<file path="config.mk">
export PLATFORM = sky130hd
export DESIGN_NAME = ccu_ctrl_mu_arbiter
export DESIGN_NICKNAME = d
export VERILOG_FILES = /design/src/rtl/ccu_ctrl_mu_arbiter.sv
export SDC_FILE = /design/constraint.sdc
export NUM_CORES = 1
export LEC_CHECK = 0
export CAP_MARGIN = 20
export CELL_PAD_IN_SITES_DETAIL_PLACEMENT = 1
export CELL_PAD_IN_SITES_GLOBAL_PLACEMENT = 1
export CORE_ASPECT_RATIO = 0.75
export CORE_MARGIN = 1
export CORE_UTILIZATION = 26
export DETAILED_ROUTE_END_ITERATION = 7
export PLACE_DENSITY_LB_ADDON = 0.1
export SYNTH_ARGS = -nofsm -noshare
export SYNTH_HDL_FRONTEND = slang
export SYNTH_SLANG_ARGS = --single-unit
export TNS_END_PERCENT = 50
</file>
<file path="constraint.sdc">
create_clock -name clk_i -period 2.79 [get_ports clk_i]
set_input_delay 0.4185 -clock clk_i [delete_from_list [all_inputs] [get_ports clk_i]]
set_output_delay 0.4185 -clock clk_i [all_outputs]
set_load 0.02 [all_outputs]
</file>
<file path="src/rtl/ccu_ctrl_mu_arbiter.sv">
// Round-robin arbiter feeding a single registered memory-unit slot, with write-back credit limiting.
// Define CCU_CTRL_MU_ARBITER_PERF_EN to build the memory-unit stall counter.

package ccu_ctrl_mu_arbiter_pkg;
  typedef enum logic [2:0] {
    SEND_AXI_REQ_R,
    SEND_AXI_REQ_W,
    SEND_AXI_REQ_WRITE_BACK_R,
    SEND_AXI_REQ_WRITE_BACK_W
  } mu_op_e;
endpackage

module ccu_ctrl_mu_arbiter
  import ccu_ctrl_mu_arbiter_pkg::*;
#(
  parameter int unsigned NoReq            = 2,
  parameter int unsigned MaxWbOutstanding = 4,
  parameter int unsigned NoMstPorts       = 4,
  parameter type         slv_req_t        = logic,
  localparam int unsigned IdxBits         = $clog2(NoReq),
  localparam int unsigned MstIdxBits      = $clog2(NoMstPorts),
  localparam int unsigned CntBits         = $clog2(MaxWbOutstanding + 1)
) (
  input  logic                  clk_i,
  input  logic                  rst_ni,
  input  logic [NoReq-1:0]      req_valid_i,
  output logic [NoReq-1:0]      req_ready_o,
  input  mu_op_e                req_op_i              [NoReq],
  input  slv_req_t              req_holder_i          [NoReq],
  input  logic [MstIdxBits-1:0] req_first_responder_i [NoReq],
  output logic                  mu_valid_o,
  input  logic                  mu_ready_i,
  output mu_op_e                mu_op_o,
  output slv_req_t              mu_holder_o,
  output logic [MstIdxBits-1:0] mu_first_responder_o,
  output logic [IdxBits-1:0]    mu_grant_idx_o,
  input  logic                  wb_done_i,
  output logic [CntBits-1:0]    wb_outstanding_o,
  output logic                  wb_underflow_o,
  output logic [31:0]           stall_cnt_o
);

  typedef enum logic {SlotEmpty, SlotFull} slot_e;

  slot_e                 slot_q, slot_d;
  mu_op_e                op_q, op_d;
  slv_req_t              holder_q, holder_d;
  logic [MstIdxBits-1:0] fr_q, fr_d;
  logic [IdxBits-1:0]    idx_q, idx_d;
  logic [IdxBits-1:0]    rr_q, rr_d;
  logic [CntBits-1:0]    wb_cnt_q, wb_cnt_d;
  logic                  underflow_q, underflow_d;

  logic [NoReq-1:0]      eligible;
  logic                  wb_at_limit;
  logic                  can_load;
  logic                  grant_vld;
  logic [IdxBits-1:0]    grant_idx;
  logic                  wb_accept;

  function automatic logic is_wb(mu_op_e op);
    return (op == SEND_AXI_REQ_WRITE_BACK_R) || (op == SEND_AXI_REQ_WRITE_BACK_W);
  endfunction

  assign wb_at_limit = (wb_cnt_q == CntBits'(MaxWbOutstanding));
  assign can_load    = (slot_q == SlotEmpty) || mu_ready_i;

  // Arbitration looks only at valid/op so ready never depends on payload.
  always_comb begin
    eligible    = '0;
    grant_vld   = 1'b0;
    grant_idx   = '0;
    req_ready_o = '0;
    for (int unsigned i = 0; i < NoReq; i++) begin
      eligible[i] = req_valid_i[i] && !(is_wb(req_op_i[i]) && wb_at_limit);
    end
    if (can_load) begin
      for (int unsigned k = 0; k < NoReq; k++) begin
        automatic int unsigned     cand     = int'(rr_q) + k;
        automatic logic [IdxBits-1:0] cand_idx;
        if (cand >= NoReq) cand = cand - NoReq;
        cand_idx = IdxBits'(cand);
        if (!grant_vld && eligible[cand_idx]) begin
          grant_vld = 1'b1;
          grant_idx = cand_idx;
        end
      end
    end
    if (grant_vld) req_ready_o[grant_idx] = 1'b1;
  end

  assign wb_accept = grant_vld && is_wb(req_op_i[grant_idx]);

  always_comb begin
    slot_d   = slot_q;
    op_d     = op_q;
    holder_d = holder_q;
    fr_d     = fr_q;
    idx_d    = idx_q;
    rr_d     = rr_q;
    if (grant_vld) begin
      automatic int unsigned nxt = int'(grant_idx) + 1;
      if (nxt >= NoReq) nxt = 0;
      slot_d   = SlotFull;
      op_d     = req_op_i[grant_idx];
      holder_d = req_holder_i[grant_idx];
      fr_d     = req_first_responder_i[grant_idx];
      idx_d    = grant_idx;
      rr_d     = IdxBits'(nxt);
    end else if ((slot_q == SlotFull) && mu_ready_i) begin
      slot_d = SlotEmpty;
    end
  end

  // Simultaneous accept and done cancel; a done with nothing outstanding only flags underflow.
  always_comb begin
    wb_cnt_d    = wb_cnt_q;
    underflow_d = underflow_q;
    unique case ({wb_accept, wb_done_i})
      2'b10: wb_cnt_d = wb_cnt_q + CntBits'(1);
      2'b01: begin
        if (wb_cnt_q != '0) wb_cnt_d = wb_cnt_q - CntBits'(1);
        else                underflow_d = 1'b1;
      end
      default: ;
    endcase
  end

  always_ff @(posedge clk_i or negedge rst_ni) begin
    if (!rst_ni) begin
      slot_q      <= SlotEmpty;
      op_q        <= SEND_AXI_REQ_R;
      holder_q    <= '0;
      fr_q        <= '0;
      idx_q       <= '0;
      rr_q        <= '0;
      wb_cnt_q    <= '0;
      underflow_q <= 1'b0;
    end else begin
      slot_q      <= slot_d;
      op_q        <= op_d;
      holder_q    <= holder_d;
      fr_q        <= fr_d;
      idx_q       <= idx_d;
      rr_q        <= rr_d;
      wb_cnt_q    <= wb_cnt_d;
      underflow_q <= underflow_d;
    end
  end

  assign mu_valid_o           = (slot_q == SlotFull);
  assign mu_op_o              = op_q;
  assign mu_holder_o          = holder_q;
  assign mu_first_responder_o = fr_q;
  assign mu_grant_idx_o       = idx_q;
  assign wb_outstanding_o     = wb_cnt_q;
  assign wb_underflow_o       = underflow_q;

`ifdef CCU_CTRL_MU_ARBITER_PERF_EN
  logic [31:0] stall_q, stall_d;

  always_comb begin
    stall_d = stall_q;
    if ((slot_q == SlotFull) && !mu_ready_i && (stall_q != '1)) stall_d = stall_q + 32'd1;
  end

  always_ff @(posedge clk_i or negedge rst_ni) begin
    if (!rst_ni) stall_q <= '0;
    else         stall_q <= stall_d;
  end

  assign stall_cnt_o = stall_q;
`else
  assign stall_cnt_o = '0;
`endif

endmodule

</file>
[After elaboration in Yosys (flattened, before gate mapping)]
Cells that the tools add are included.
Word-level totals
  flip-flop bits (word level): 13
  output and inout port bits: 46
  logic and storage cells: 87
Cells by class
  add/sub/neg operators: 6
  order comparisons: 8
  eq/ne operators: 10
  muxes and demuxes: 32
  bitwise gates (word level): 3
  reduce and logical (&&, ||, !) cells: 20
Operator list (count)
  2-to-1 mux 1 bit: 22
  equality test 3 x 2 -> 1 bit, second input constant: 6
  2-to-1 mux 3 bit: 4
  logical AND 1 bit: 8
  2-to-1 mux 2 bit: 4
  >= comparator 2 bit, second input constant: 3
  less-than comparator 1 x 2 -> 1 bit, second input constant: 3
  one-hot mux 3 bit (2 select lines): 1
  adder 1 x 1 -> 2 bit, second input constant: 2
  logical OR 1 bit: 4
  AND reduction 2 bit: 2
  nonzero test 2 bit: 2
  adder 3 x 1 -> 3 bit, second input constant: 1
  equality test 3 bit, second input constant: 1
  logical NOT 1 bit: 3
  nonzero test 3 bit: 1
  subtractor 3 x 1 -> 3 bit, second input constant: 1
  equality test 2 x 1 -> 1 bit, second input constant: 1
  equality test 2 bit, second input constant: 1
  >= comparator 1 x 2 -> 1 bit, second input constant: 1
  inequality test 2 bit, second input constant: 1
  inverter 1 bit: 2
  inverter 1 -> 2 bit: 1
  subtractor 1 bit, second input constant: 2
  other kinds (2): 2

[Logic depth before layout (Yosys ltp)]
Gate-level depths: netlist of the first run.
  depth in word-level cells: 23
  gate-level depth with buffers: 11

[Worst setup path before layout of the first run]
OpenSTA, ideal clock, no wires.
  path kind: register to register
  start: register wb_cnt_q[0] (netlist: wb_outstanding_o[0])
  end: register wb_cnt_q[2] (netlist: wb_outstanding_o[2])
  setup time: 0.087 ns
  arrival time: 2.502 ns
  slack: 0.201 ns
  cell stages (with the launch flop): 12
  clock period less this slack: 2.589 ns
  cells stage by stage: dfrtp_1 -> or3b_1 -> buf_6 -> nor4_4 -> o21ai_2 -> nand3_2 -> nand2_1 -> fa_1 -> nand2_1 -> nand2_1 -> a32o_1 -> o211ai_1
On the way
  cells in the longest elaborated chain, start to end: 22
  elaborated cells between the ends (all ways): 38
Ends and longest elaborated chain
  start, declared: line 51  | logic [CntBits-1:0] wb_cnt_q, wb_cnt_d;
  start signal, assigned: line 146  | wb_cnt_q <= wb_cnt_d;
  equality test 3 bit: line 65  | assign wb_at_limit = (wb_cnt_q == CntBits'(MaxWbOutstanding));
  logical AND 1 bit: line 75  | eligible[i] = req_valid_i[i] && !(is_wb(req_op_i[i]) && wb_at_limit);
  logical NOT 1 bit: line 75
  logical AND 1 bit: line 75
  2-to-1 mux 1 bit (not written as such) (2 in a row): line 83  | if (!grant_vld && eligible[cand_idx]) begin
  2-to-1 mux 1 bit: line 83
  2-to-1 mux 1 bit: line 77  | if (can_load) begin
  logical NOT 1 bit: line 83
  [... 3 more ...]
  inverter 1 -> 2 bit (not written as such): line 92  | assign wb_accept = grant_vld && is_wb(req_op_i[grant_idx]);
  2-to-1 mux 3 bit (not written as such) (3 in a row): line 92
  equality test 3 x 2 -> 1 bit: line 62  | return (op == SEND_AXI_REQ_WRITE_BACK_R) || (op == SEND_AXI_REQ_WRITE_BACK_W);
  logical OR 1 bit: line 62
  logical AND 1 bit: line 92
  equality test 2 x 1 -> 1 bit or equality test 2 bit (tied branches): line 119  | unique case ({wb_accept, wb_done_i})
  inequality test 2 bit (no line) or nonzero test 2 bit (tied branches)
  AND reduction 2 bit (no line)
Several ways; a longest one is shown, not always the timed one. The select of a mux whose other input is x is not followed.
A chain may end at the register's enable or synchronous reset.

[Worst setup path after layout of the first run]
  start: register wb_cnt_q[1] (netlist: wb_outstanding_o[1])
  end: register wb_cnt_q[2] (netlist: wb_outstanding_o[2])
Same word-level chain as after synthesis.

==> results of run 1 <==
## path summary, 6_finish.rpt
check                                    start                  end  slack [ns]  cells after the start
setup / recovery           wb_outstanding_o[1]  wb_outstanding_o[2]        0.37                     10
hold / removal                  wb_underflow_o       wb_underflow_o        0.47                      1
setup reg to reg           wb_outstanding_o[1]  wb_outstanding_o[2]        0.37                     10
hold reg to reg                 wb_underflow_o       wb_underflow_o        0.47                      1
max in group asynchronous               rst_ni  wb_outstanding_o[1]        1.79                      1
min in group asynchronous               rst_ni           mu_op_o[0]        0.58                      1
## worst register-to-register path: stages, from the launching register on
cell and delay [ns]:
sky130_fd_sc_hd__dfrtp_1 0.44, sky130_fd_sc_hd__or3b_4 0.45, sky130_fd_sc_hd__nor4_4 0.31, sky130_fd_sc_hd__o21ai_2 0.11, sky130_fd_sc_hd__nand3_2 0.09, sky130_fd_sc_hd__nand2_1 0.06
sky130_fd_sc_hd__fa_1 0.45, sky130_fd_sc_hd__nand2_1 0.10, sky130_fd_sc_hd__nand2_1 0.06, sky130_fd_sc_hd__a32o_1 0.19, sky130_fd_sc_hd__o211ai_1 0.08
## layer usage
layer	up-vias	track usage	share of wire
met3	2	0.04417	0.089
met5	-	0	0
met4	0	0.02381	0.0070
met1	422	0.1712	0.46
li1	434	-	-
met2	49	0.1824	0.44
## cells by family after synthesis
kind of cell / after synthesis / synth area share
adder cells (fa/ha/maj): 1 / 0.01909
buffers and inverters: 42 / 0.2733
AO/OA/AOI/OAI: 26 / 0.1802
multiplexers: 6 / 0.05847
AND/OR/NAND/NOR: 29 / 0.1551
other: 1 / 0.003577
flip-flops: 13 / 0.3103
## what timing repair did
item | in CTS | in global routing
hold endpoints to repair | 0 | 0
pin swaps | 0 | 1
setup buffers | 0 | 1
setup endpoints to repair | 2 | 2
resized for setup | 1 | 3
hold buffers | 0 | 0
## synth_stat cells (2+ instances only)
cell and instances:
sky130_fd_sc_hd__a32o_1 2, sky130_fd_sc_hd__inv_1 7, sky130_fd_sc_hd__mux2i_1 5, sky130_fd_sc_hd__o221ai_1 2, sky130_fd_sc_hd__o2111ai_1 2, sky130_fd_sc_hd__nand4_1 2, sky130_fd_sc_hd__dfrtp_1 13, sky130_fd_sc_hd__o21ai_0 3
sky130_fd_sc_hd__a21oi_1 6, sky130_fd_sc_hd__nor2_1 9, sky130_fd_sc_hd__buf_4 32, sky130_fd_sc_hd__o211ai_1 3, sky130_fd_sc_hd__nand2_1 6, sky130_fd_sc_hd__nand2b_1 4
## sequential cells by signal (all words and copies together), names as in the netlist
register	cells
mu_grant_idx_o	1
mu_holder_o	1
wb_underflow_o	1
wb_outstanding_o	3
rr_q	1
mu_op_o	3
mu_valid_o	1
mu_first_responder_o	2
## area by class of cell
cell class	instances	area, um2
repair buffers	44	412.9
clock buffers	3	41.29
flip-flops and latches	13	325.3
inverters	7	26.28
well taps	52	65.06
fillers	459	2320
clock inverters	1	5.005
multi-input cells	94	560.5
## power by group
| group | internal, mW | switching, mW | leakage [nW] | total [mW] |
|---|---|---|---|---|
| combinational | 0.266 | 0.304 | 0.505 | 0.569 |
| sequential | 0.241 | 0.0367 | 0.146 | 0.278 |
| clock | 0.0988 | 0.0749 | 0.0255 | 0.174 |
| total | 0.606 | 0.415 | 0.676 | 1.02 |
==> out/summary.md, run 1 <==
Outcome
* finished clean — result of the run

Min path
* flip-flop to flip-flop — Hold/Removal Path Class

Synthesis
* 36 — number of unique standard cell types used by synthesis
* 0.3103 — area share of the largest cell type after synthesis
* sky130_fd_sc_hd__dfrtp_1 — cell type with the largest total area after synthesis
* 0.3103 — fraction of the yosys area taken by sequential cells
* 118 — Synth Instances
* sky130_fd_sc_hd__dfrtp_1 — Synth Flop Type
* 1.000 — post-synthesis async set-or-reset flop share
* 8.886 um2 — average cell area after synthesis
* sky130_fd_sc_hd__dfrtp_1, sky130_fd_sc_hd__buf_4, sky130_fd_sc_hd__mux2i_1 — Area contributors post-synth
* 13 — number of synthesized register bits
* 0 — synthesis warning total
* 1049 um2 — total standard cell area after synthesis
* 0 — number of enable-type register cells in the synthesized netlist

STA
* 0.5567 — max_slew headroom
* 0.4689 ns — Worst Hold Slack
* 0.6629 ns — worst slew pin tran
* 0.8660 — final worst-path cycle share
* 0 — Fin. Hold Viols
* 0 — Final Slew Violations
* 0.004148 ns — worst clock skew on the final layout
* 0.4139 GHz — highest clock rate
* 0 — number of endpoints failing setup at the final stage
* 2.416 ns — Final Critical Period
* 0.3738 ns — setup slack of the critical path after layout
* false — unrepaired setup endpoints after global routing
* 0 ns — accumulated negative setup slack

Clock tree
* built — clock tree from TritonCTS
* 0.25 ns — clock latency reported for the late side of the worst-skew pair
* 13 — clock sinks
* 1 — number of H-tree levels
* 2 — deepest clock path buffer count
* sky130_fd_sc_hd__clkbuf_8 — buffer type at the clock tree root
* 0.06 ns — CTS clk-pin slew, worst paths
* 3 — TritonCTS buffer count

Critical path
* flip-flop — sort of element at the start of the critical path
* flip-flop to flip-flop — WS Path Type
* sky130_fd_sc_hd__or3b_4 — Slowest-stage cell, CP
* flip-flop — endpoint type of the worst setup path
* 2.58 ns — arrival time at the worst endpoint
* 0.45 ns — highest cell delay on the worst timing path
* 2.96 ns — Required @ worst endpoint
* 6 — Crit Path Max Fanout
* sky130_fd_sc_hd__nand2_1 — cell occurring most often along the worst timing path
* simple AND/OR/NAND/NOR gates — Worst path top cell family by delay
* 0 — count of buffering cells on the critical path with inverters included
* or3b_4 > nor4_4 > o21ai_2 > nand3_2 > nand2_1 > fa_1 > nand2_1 > nand2_1 > a32o_1 > o211ai_1 — cells traversed along the worst timing path

Detailed routing
* 4 — TritonRoute pass-1 iters
* 907 — DR vias
* 2422 um — total wirelength of the detailed-routed design
* 0 — antenna-violating nets left
* 40 — number of DRC markers in iteration 0
* 0 — detailed-route DRC error count
* 11.32 um — Wirelength per Cell
* 4.238 — number of vias per cell

Pwr
* 711.0 nW/um2 — Power per Cell Area
* 0.2022 mV — largest voltage drop on the vdd net
* 0.6762 nW — static leakage
* 1.021 mW — PnR Total Power

Cells and area
* 0.3824 — share of the core filled with cells
* 182 — nets
* 1436 um2 — final standard cell area without fillers
* 0.1605 — share of cells above drive strength 1
* sky130_fd_sc_hd__conb_1 — most frequent standard cell in the layout excluding fill and tap cells
* sky130_fd_sc_hd__conb_1, sky130_fd_sc_hd__clkdlybuf4s50_1, sky130_fd_sc_hd__dfrtp_1, sky130_fd_sc_hd__buf_4, sky130_fd_sc_hd__nor2_1 — commonest cells after routing, fill and taps aside
* 0 — count of inserted antenna diode cells
* 36.99% — area added between synthesis and finish
* 214 — non-filler cells in the finished layout

Global routing
* 0 — total gr overflow
* 0.1224 — total track usage
* 3919 um — wire length of the first global-routing pass
* 0 — number of antenna violations at the first check in global routing
* 14 — maximum number of pins on one net before global-route repair
* 816 — number of global-route vias before repair

Place
* 1872 um — post-detail-place hpwl
* 1370 um2 — Post-DP Area
* 209 — number of instances in the placed design
* 0.1455 ns — Post-Place Worst Slack
* 0.7318 — Placer Congestion
* 31 — buffers added on ports

Die
* 19 — floorplan row count
* 4293 um2 — die area
* 3756 um2 — Floorplan Core Area
* 57.00 um — floorplan die height
* 75.33 um — Die W
* 0.2791 — starting density of the core
* 64 — number of placed I/O pins

Run
* 0 — maximum capacitance violations

(Power assumes the default switching activity.)
==> run 2, diff against run 1 <==
--- a/config.mk
+++ b/config.mk
@@ -14,4 +14,5 @@
 export DETAILED_ROUTE_END_ITERATION = 7
 export PLACE_DENSITY_LB_ADDON = 0.1
+export REMOVE_ABC_BUFFERS = 1
 export SYNTH_ARGS = -nofsm -noshare
 export SYNTH_HDL_FRONTEND = slang
==> constraint.sdc (replaced) <==
create_clock -name clk_i -period 2.79 [get_ports clk_i]
set_input_delay 0.4185 -clock clk_i [delete_from_list [all_inputs] [get_ports clk_i]]
set_output_delay 0.4185 -clock clk_i [all_outputs]
set_load 0.005 [all_outputs]
==> out/summary.md, run 2 (synthesis results as in run 1) <==
Critical path
* 4 — Crit Path Max Fanout, -2
* clkdlybuf4s50_1 > nor2b_1 > a21oi_1 > o22ai_2 > and2_1 > clkdlybuf4s50_1 — cells traversed along the worst timing path
* 8 — number of cells traversed by the worst register-to-register path, -2
* 6 — stages on the worst setup path, -4
* wb_outstanding_o[0] — origin of the critical flop-to-flop path
* wb_outstanding_o[1] — endpoint of the worst-slack reg-to-reg timing path
* output port — endpoint type of the worst setup path
* 2.22 ns — arrival time at the worst endpoint, -0.36 ns
* 0.36 ns — worst reg2reg setup slack, about the same
* 2 — count of buffering cells on the critical path with inverters included, +2
* 2.37 ns — Required @ worst endpoint, -0.59 ns
* input port — sort of element at the start of the critical path
* buffers and inverters — Worst path top cell family by delay
* sky130_fd_sc_hd__clkdlybuf4s50_1 — Slowest-stage cell, CP
* sky130_fd_sc_hd__clkdlybuf4s50_1 — cell occurring most often along the worst timing path
* req_ready_o[0] — end of the critical path
* input port to output port — WS Path Type
* mu_ready_i — start point of the critical path
* 0.49 ns — highest cell delay on the worst timing path, +0.04 ns

Place
* 0.8373 — Placer Congestion, +14%
* 2054 um — post-detail-place hpwl, +9.7%
* 31 — buffers added on ports, unchanged
* 207 — number of instances in the placed design, -0.96%

Cells and area
* 211 — non-filler cells in the finished layout, -1.4%
* 0 — count of inserted antenna diode cells, unchanged
* 33.65% — area added between synthesis and finish
* 179 — nets, -1.6%
* 0.3731 — share of the core filled with cells, -0.009327
* 0.1321 — share of cells above drive strength 1, -0.02842
* 553.0 um2 — multi-input logic area, -1.3%
* sky130_fd_sc_hd__conb_1 — most frequent standard cell in the layout excluding fill and tap cells
* 480 — fill cell count, +4.6%
* sky130_fd_sc_hd__conb_1, sky130_fd_sc_hd__clkdlybuf4s50_1, sky130_fd_sc_hd__dfrtp_1, sky130_fd_sc_hd__buf_4, sky130_fd_sc_hd__nor2_1 — commonest cells after routing, fill and taps aside
* 325.3 um2 — Sequential cell area, unchanged

STA
* 0.9460 — final worst-path cycle share, +0.08001
* 2.639 ns — Final Critical Period, +0.2232 ns
* 0 ns — accumulated negative setup slack, unchanged
* 0.6419 ns — worst slew pin tran, -0.02099 ns
* 0.3789 GHz — highest clock rate, -8.5%
* 0.003573 ns — worst clock skew on the final layout, -0.0005749 ns
* 0 — Fin. Hold Viols, unchanged
* 0 — number of endpoints failing setup at the final stage, unchanged
* 0 — Final Slew Violations, unchanged
* false — unrepaired setup endpoints after global routing
* 0.5707 — max_slew headroom, +0.01404

Clock tree
* 1 — number of H-tree levels, unchanged
* 0.24 ns — clock latency reported for the late side of the worst-skew pair, about the same
* 0 — Post CTS Setup Buffer Count, unchanged
* 3 — TritonCTS buffer count, unchanged
* 0 — post-cts resize count, -1
* built — clock tree from TritonCTS
* sky130_fd_sc_hd__clkbuf_8 — buffer type at the clock tree root
* 2 — deepest clock path buffer count, unchanged
* 0 — number of buffers inserted by hold repair at cts, unchanged
* 13 — clock sinks, unchanged
* 0.06 ns — CTS clk-pin slew, worst paths, about the same

Pwr
* 0.6317 nW — static leakage, -6.6%
* 929.6 uW — PnR Total Power, -9.0%
* 0.2908 mV — largest voltage drop on the vdd net, +44%
* 663.4 nW/um2 — Power per Cell Area, -6.7%

Detailed routing
* 0 — detailed-route DRC error count, unchanged
* 872 — DR vias, -3.9%
* 11.85 um — Wirelength per Cell, +4.7%
* 4.133 — number of vias per cell, -2.5%
* 2501 um — total wirelength of the detailed-routed design, +3.3%
* 56 — number of DRC markers in iteration 0, +40%
* 2 — TritonRoute pass-1 iters, -2
* 0 — antenna-violating nets left, unchanged

Min path
* flip-flop to flip-flop — Hold/Removal Path Class
* wb_underflow_o — startpoint of the worst hold path

Die
* 57.00 um — floorplan die height, unchanged
* 19 — floorplan row count, unchanged
* 0.2791 — starting density of the core, unchanged
* 64 — number of placed I/O pins, unchanged
* 4293 um2 — die area, unchanged
* 3756 um2 — Floorplan Core Area, unchanged
* 75.33 um — Die W, unchanged

Global routing
* 0 — total gr overflow, unchanged
* 0.1285 — total track usage, +0.006071
* 842 — number of global-route vias before repair, +3.2%
* 4167 um — wire length of the first global-routing pass, +6.3%
* 14 — maximum number of pins on one net before global-route repair, unchanged
* 0 — number of antenna violations at the first check in global routing, unchanged

Outcome
* finished clean — result of the run

Run
* 0 — maximum capacitance violations, unchanged

run 2: final cells by class:
class	count	area share
tap	52	0.04643
timing repair buffer	41	0.2750
inverter	7	0.01875
multi-input combinational	94	0.3946
clock inverter	1	0.003571
sequential	13	0.2321
clock buffer	3	0.02946
run 2: routing by layer:
| layer | GRT usage | part of all wire | wire length (um) |
|---|---|---|---|
| met1 | 0.1951 | 0.52 | 1294 |
| met4 | 0.03175 | 0.0084 | 21 |
| met3 | 0.03710 | 0.070 | 174 |
| met5 | 0 | 0 | 0 |
| met2 | 0.1773 | 0.40 | 1011 |
run 2: per-stage QoR:
stage | setup slack, ns | hold WS, ns | instance area [um2]
floorplan | 0.2472 | 0.1229 | 904.6
global placement | 0.1083 | 0.4746 | 1355
detailed placement | 0.04937 | 0.4756 | 1355
CTS | 0.1366 | 0.4956 | 1401
global route | 0.03310 | 0.5128 | 1401
finish | 0.1505 | 0.4836 | 1401
run 2: power breakdown:
part	internal, mW	switching, mW	total (mW)	leakage, nW
combinational	0.265	0.227	0.492	0.460
clock	0.0986	0.0702	0.169	0.0255
sequential	0.242	0.0273	0.269	0.146
total	0.605	0.324	0.930	0.632
run 2: how the worst min path moves through the flow:
stage	to	slack [ns]	cells past startpoint
3_5_place_dp	wb_underflow_o	0.48	1
5_1_grt	wb_underflow_o	0.51	1
4_1_cts	wb_underflow_o	0.50	1
2_1_floorplan	mu_first_responder_o[0]	0.12	0
3_3_place_gp	wb_underflow_o	0.47	1
6_report	wb_underflow_o	0.48	1
==> run 3, diff against run 2 <==
Settings changed: CAP_MARGIN 20 to not set, CTS_CLUSTER_DIAMETER set to 60, HOLD_SLACK_MARGIN set to 0.02.
==> results of run 3 <==
Same layout as run 2: the final DEF is identical, and so are final timing and power.
